`src/rtl/fifo_read_ctrl.sv`:
```
// Read-side drain engine: issues FIFO reads for a programmed burst and replays the
// words on a valid/ready stream. A 2-entry skid buffer absorbs the 1-cycle read latency.
module fifo_read_ctrl #(
  parameter int DATA_WIDTH = 32,
  parameter int CNT_WIDTH  = 16
) (
  input  logic                  clk,
  input  logic                  rst,
  input  logic                  start,
  input  logic [CNT_WIDTH-1:0]  len,
  input  logic                  fifo_empty,
  input  logic [DATA_WIDTH-1:0] fifo_data,
  output logic                  fifo_rd_en,
  output logic [DATA_WIDTH-1:0] m_data,
  output logic                  m_valid,
  input  logic                  m_ready,
  output logic [CNT_WIDTH-1:0]  word_count,
  output logic                  busy,
  output logic                  done
);

  typedef enum logic [1:0] {IDLE, RUN, DRAIN} state_t;

  localparam logic [CNT_WIDTH-1:0] CNT_ONE = {{(CNT_WIDTH-1){1'b0}}, 1'b1};

  state_t                         state;
  logic [CNT_WIDTH-1:0]           len_q;
  logic [CNT_WIDTH-1:0]           issued_cnt;
  logic                           inflight;
  logic [1:0]                     held;
  logic [1:0][DATA_WIDTH-1:0]     skid;

  logic                           pop;
  logic                           push;
  logic [2:0]                     occ;
  logic [1:0]                     held_n;

  assign pop     = m_valid && m_ready;
  assign push    = inflight;
  assign m_valid = (held != 2'd0);
  assign m_data  = skid[0];

  // Occupancy the skid will have after this edge; pop implies held>=1 so no underflow.
  assign occ    = {1'b0, held} + {2'b00, inflight} - {2'b00, pop};
  assign held_n = occ[1:0];

  // A new read is only allowed if its word is guaranteed a slot when it lands.
  assign fifo_rd_en = (state == RUN) && !fifo_empty && (issued_cnt < len_q) && (occ < 3'd2);

  always_ff @(posedge clk) begin
    if (rst) begin
      state      <= IDLE;
      len_q      <= '0;
      issued_cnt <= '0;
      inflight   <= 1'b0;
      held       <= 2'd0;
      skid       <= '0;
      word_count <= '0;
      busy       <= 1'b0;
      done       <= 1'b0;
    end else begin
      done     <= 1'b0;
      inflight <= fifo_rd_en;
      held     <= held_n;

      // skid[0] is always the head; a push lands behind whatever survives the pop.
      case ({push, pop})
        2'b10: skid[held[0]] <= fifo_data;
        2'b01: skid[0] <= skid[1];
        2'b11: begin
          if (held == 2'd2) begin
            skid[0] <= skid[1];
            skid[1] <= fifo_data;
          end else begin
            skid[0] <= fifo_data;
          end
        end
        default: ;
      endcase

      if (pop && (word_count != len_q))
        word_count <= word_count + CNT_ONE;

      if (fifo_rd_en)
        issued_cnt <= issued_cnt + CNT_ONE;

      case (state)
        IDLE: begin
          if (start) begin
            len_q      <= len;
            issued_cnt <= '0;
            word_count <= '0;
            if (len != '0) begin
              state <= RUN;
              busy  <= 1'b1;
            end else begin
              done <= 1'b1;
            end
          end
        end
        RUN: begin
          if (fifo_rd_en && (issued_cnt == len_q - CNT_ONE))
            state <= DRAIN;
        end
        DRAIN: begin
          // No reads are issued here, so nothing new can enter flight.
          if ((held_n == 2'd0) && !fifo_rd_en) begin
            state <= IDLE;
            busy  <= 1'b0;
            done  <= 1'b1;
          end
        end
        default: begin
          state <= IDLE;
          busy  <= 1'b0;
        end
      endcase
    end
  end

endmodule

```
`config.mk`:
```
export PLATFORM = sky130hd
export DESIGN_NAME = fifo_read_ctrl
export DESIGN_NICKNAME = d
export VERILOG_FILES = /design/src/rtl/fifo_read_ctrl.sv
export SDC_FILE = /design/constraint.sdc
export NUM_CORES = 1
export LEC_CHECK = 0
export ABC_CLOCK_PERIOD_IN_PS = 7000
export CAP_MARGIN = 20
export CELL_PAD_IN_SITES_DETAIL_PLACEMENT = 1
export CELL_PAD_IN_SITES_GLOBAL_PLACEMENT = 1
export CORE_ASPECT_RATIO = 0.8
export CORE_UTILIZATION = 40
export DETAILED_ROUTE_END_ITERATION = 10
export GPL_TIMING_DRIVEN = 1
export PLACE_DENSITY = 0.93
export SETUP_SLACK_MARGIN = 0.5
export SKIP_CTS_REPAIR_TIMING = 1
export SLEW_MARGIN = 10
export SYNTH_ARGS = -nofsm -noshare
export SYNTH_HDL_FRONTEND = slang
export SYNTH_SLANG_ARGS = --single-unit
export TNS_END_PERCENT = 10
```
`constraint.sdc`:
```
create_clock -name clk -period 7 [get_ports clk]
set_clock_uncertainty 0.05 [all_clocks]
set_input_delay 2.1 -clock clk [delete_from_list [all_inputs] [get_ports clk]]
set_output_delay 2.1 -clock clk [all_outputs]
set_load 0.02 [all_outputs]
```
==> impl_metrics.json <==
{
  "synthArstFlopShare": 0,
  "p_comb_frac": 0.360,
  "netlist_top_cells_area": "dfxtp_1 38%, nand2_1 7.8%, a21oi_1 6.6%, xor2_1 4.5%, ha_1 4.2%",
  "clock_latency_ns": 0.43,
  "worstPathRequired_ns": 4.85,
  "vias_per_cell": 5.620,
  "synth.most_common_cell": "nand2_1",
  "grt_antenna_before_repair": 0,
  "die_x_um": 141.8,
  "grt_max_degree": 67,
  "netlist_instances": 777,
  "fin_crit_ns": 6.753,
  "synth_edf_count": 0,
  "grt_use_total": 0.2590,
  "synth_warnings": 0,
  "hold_path.class": "register to register",
  "synth.avg_cell_area_um2": 8.045,
  "grt_pass1_vias": 6141,
  "globalplace.congestion": 0.8461,
  "final.setup.tns_ns": 0,
  "outcome": "finished, final reports clean",
  "die_h_um": 113.8,
  "coreArea_mm2": 0.01516,
  "cts_root_buf": "clkbuf_16",
  "pwr-share-seq": 0.310,
  "vias": 5952,
  "cp_max_fo": 2,
  "nFillCells": 1782,
  "dieArea_mm2": 0.01613,
  "clkTransAtPathRegs_ns": 0.06,
  "final_layout_size_suffix_gt1_frac": 0.08598,
  "critPathArrivalTime_ns": 4.60,
  "cts.sinks": 119,
  "max_freq_ghz": 0.1481,
  "wl_um": 20870,
  "final_nets": 911,
  "synth_area_leader_cell": "dfxtp_1",
  "report.final.setup_viol": 0,
  "peakVddDrop_mv": 0.2201,
  "start_util": 0.4122,
  "final_area_mm2": 0.007945,
  "netlist_area_mm2": 0.006251,
  "cts_tree": "done",
  "crit_type": "primary input to output pin",
  "switchingPower_mw": 1.002,
  "place_area_mm2": 0.007219,
  "synth_common_cells": "130 x nand2_1, 119 x dfxtp_1, 82 x a21oi_1",
  "cpPeakStageDelay_ns": 0.49,
  "period_share": 0.9647,
  "grt_pass1_wl_um": 32300,
  "synthFlopType": "dfxtp_1",
  "io_pins": 105,
  "cp-end-kind": "output pin",
  "clock_path_buffers": 2,
  "drtAntennaViolNets": 0,
  "worstPathCellList": "buf_6 > nand2_4 > inv_4 > ha_4 > inv_2 > ha_4 > fa_1 > or3_4 > a2111oi_4 > o211a_1 > nand3_2 > inv_2 > buf_6",
  "synthToLayoutAreaGrowth_pct": 27.10,
  "start_kind": "primary input",
  "port_buffers": 104,
  "synth.distinct_cells": 57,
  "synth_seq_cells": 119,
  "hold_violations": 0,
  "slew_viol_final": 0,
  "maxSlewHeadroom": 0.2224,
  "first_pass_iters": 5,
  "ys_seq_area_frac": 0.3811,
  "utilization": 0.5239,
  "maxCapViolCount": 0,
  "worst_path_max_delay_cell": "fa_1",
  "stdcell_count": 1059,
  "grt-ovfl-total": 0,
  "rsz0062_at_grt": "yes",
  "worstMarginPinSlew_ns": 1.166,
  "fin_hold_ws_ns": 0.4076,
  "syn_nets": 852,
  "p_int_mw": 1.773,
  "cts_max_level": 4,
  "drc": 0,
  "dp.cells": 1021,
  "numCtsBuffers": 17,
  "hpwl_um": 12900,
  "rows": 40,
  "antenna_cells": 0,
  "powerDensity_mw_per_mm2": 349.3,
  "power_frac_clock": 0.330,
  "routedWlPerCell_um": 19.71,
  "synth_top_area_share": 0.3811,
  "netSwitchingFraction": 0.3612,
  "p_leak_nw": 2.906,
  "drtIter0Drc": 380
}
==> layer usage <==
| metal | part of all wire | vias to the layer above | GRT usage |
|---|---|---|---|
| li1 | - | 2810 | - |
| met1 | 0.43 | 2932 | 0.3142 |
| met2 | 0.49 | 174 | 0.4397 |
| met3 | 0.056 | 36 | 0.05919 |
| met4 | 0.020 | 0 | 0.1147 |
| met5 | 0 | - | 0 |
==> flip-flops by register name, indices dropped and copies added, names as in the netlist, 2 cells and up <==
register    flops
skid           32
len_q          16
held            2
issued_cnt     16
word_count     16
m_data         32
state           2
==> power groups by stage <==
stage | registers (mW) | clock network [mW] | logic (mW)
6_report | 0.860 | 0.915 | 1.00
5_1_grt | 0.868 | 0.948 | 1.06
4_1_cts | 0.858 | 0.923 | 0.922
3_5_place_dp | 0.869 | 0 | 0.894
3_3_place_gp | 0.860 | 0 | 0.866
2_1_floorplan | 0.838 | 0 | 0.662
==> through the flow <==
stage,total power [mW],setup slack [ns]
CTS,2.703,-0.5446
global placement,1.726,-0.3676
floorplan,1.500,0.5098
global route,2.878,0.1892
finish,2.775,0.2470
detailed placement,1.763,-0.4632
==> logic make-up after synthesis <==
kind of cell | after synthesis | share of synthesized area
AOI/OAI and AO/OA | 183 | 0.1864
xor gates and xnor gates | 43 | 0.06025
adders and majority gates | 22 | 0.04524
buffers and inverters | 109 | 0.08707
DFF | 119 | 0.3811
muxes | 21 | 0.03363
and+or+nand+nor | 280 | 0.2064
==> placed cells by master (no fill, tap or decap), drive strengths merged, types with 6 or more instances in the layout <==
cell type and count:
nand3 11, o21ai 21, clkdlybuf4s50 101, mux2i 21
clkinv 6, inv 30, ha 21, and3 8
nand2 130, nor2 59, or3 18, nor4 10
a22oi 11, nor3 8, clkbuf 17, a211oi 34
buf 21, a21oi 82, nand4 10, dfxtp 119
xor2 32, xnor2 11
==> final timing paths <==
path | start | to | slack, ns | cells after the start
setup reg to reg | held[0]$_SDFF_PP0_ | issued_cnt[15]$_SDFF_PP0_ | 2.81 | 16
hold / removal | skid[41]$_SDFFE_PP0P_ | skid[41]$_SDFFE_PP0P_ | 0.41 | 2
setup / recovery | m_ready | fifo_rd_en | 0.25 | 13
hold reg to reg | skid[41]$_SDFFE_PP0P_ | skid[41]$_SDFFE_PP0P_ | 0.41 | 2
==> area by class of cell <==
cell class | count | area [um2] | share of cell area
Multi-Input combinational cell | 549 | 3408 | 0.4290
Sequential cell | 119 | 2382 | 0.2998
Timing Repair Buffer | 122 | 1186 | 0.1493
Tap cell | 210 | 262.8 | 0.03307
Clock buffer | 17 | 425.4 | 0.05354
Inverter | 27 | 103.9 | 0.01307
Clock inverter | 15 | 176.4 | 0.02220
==> critical path: cells and delay by family <==
family,cells,cell delay (ns)
buffers and inverters,5,0.40
AO/OA/AOI/OAI,2,0.59
AND/OR/NAND/NOR,3,0.61
adder cells (fa/ha/maj),3,0.90
(Power assumes the default switching activity.)
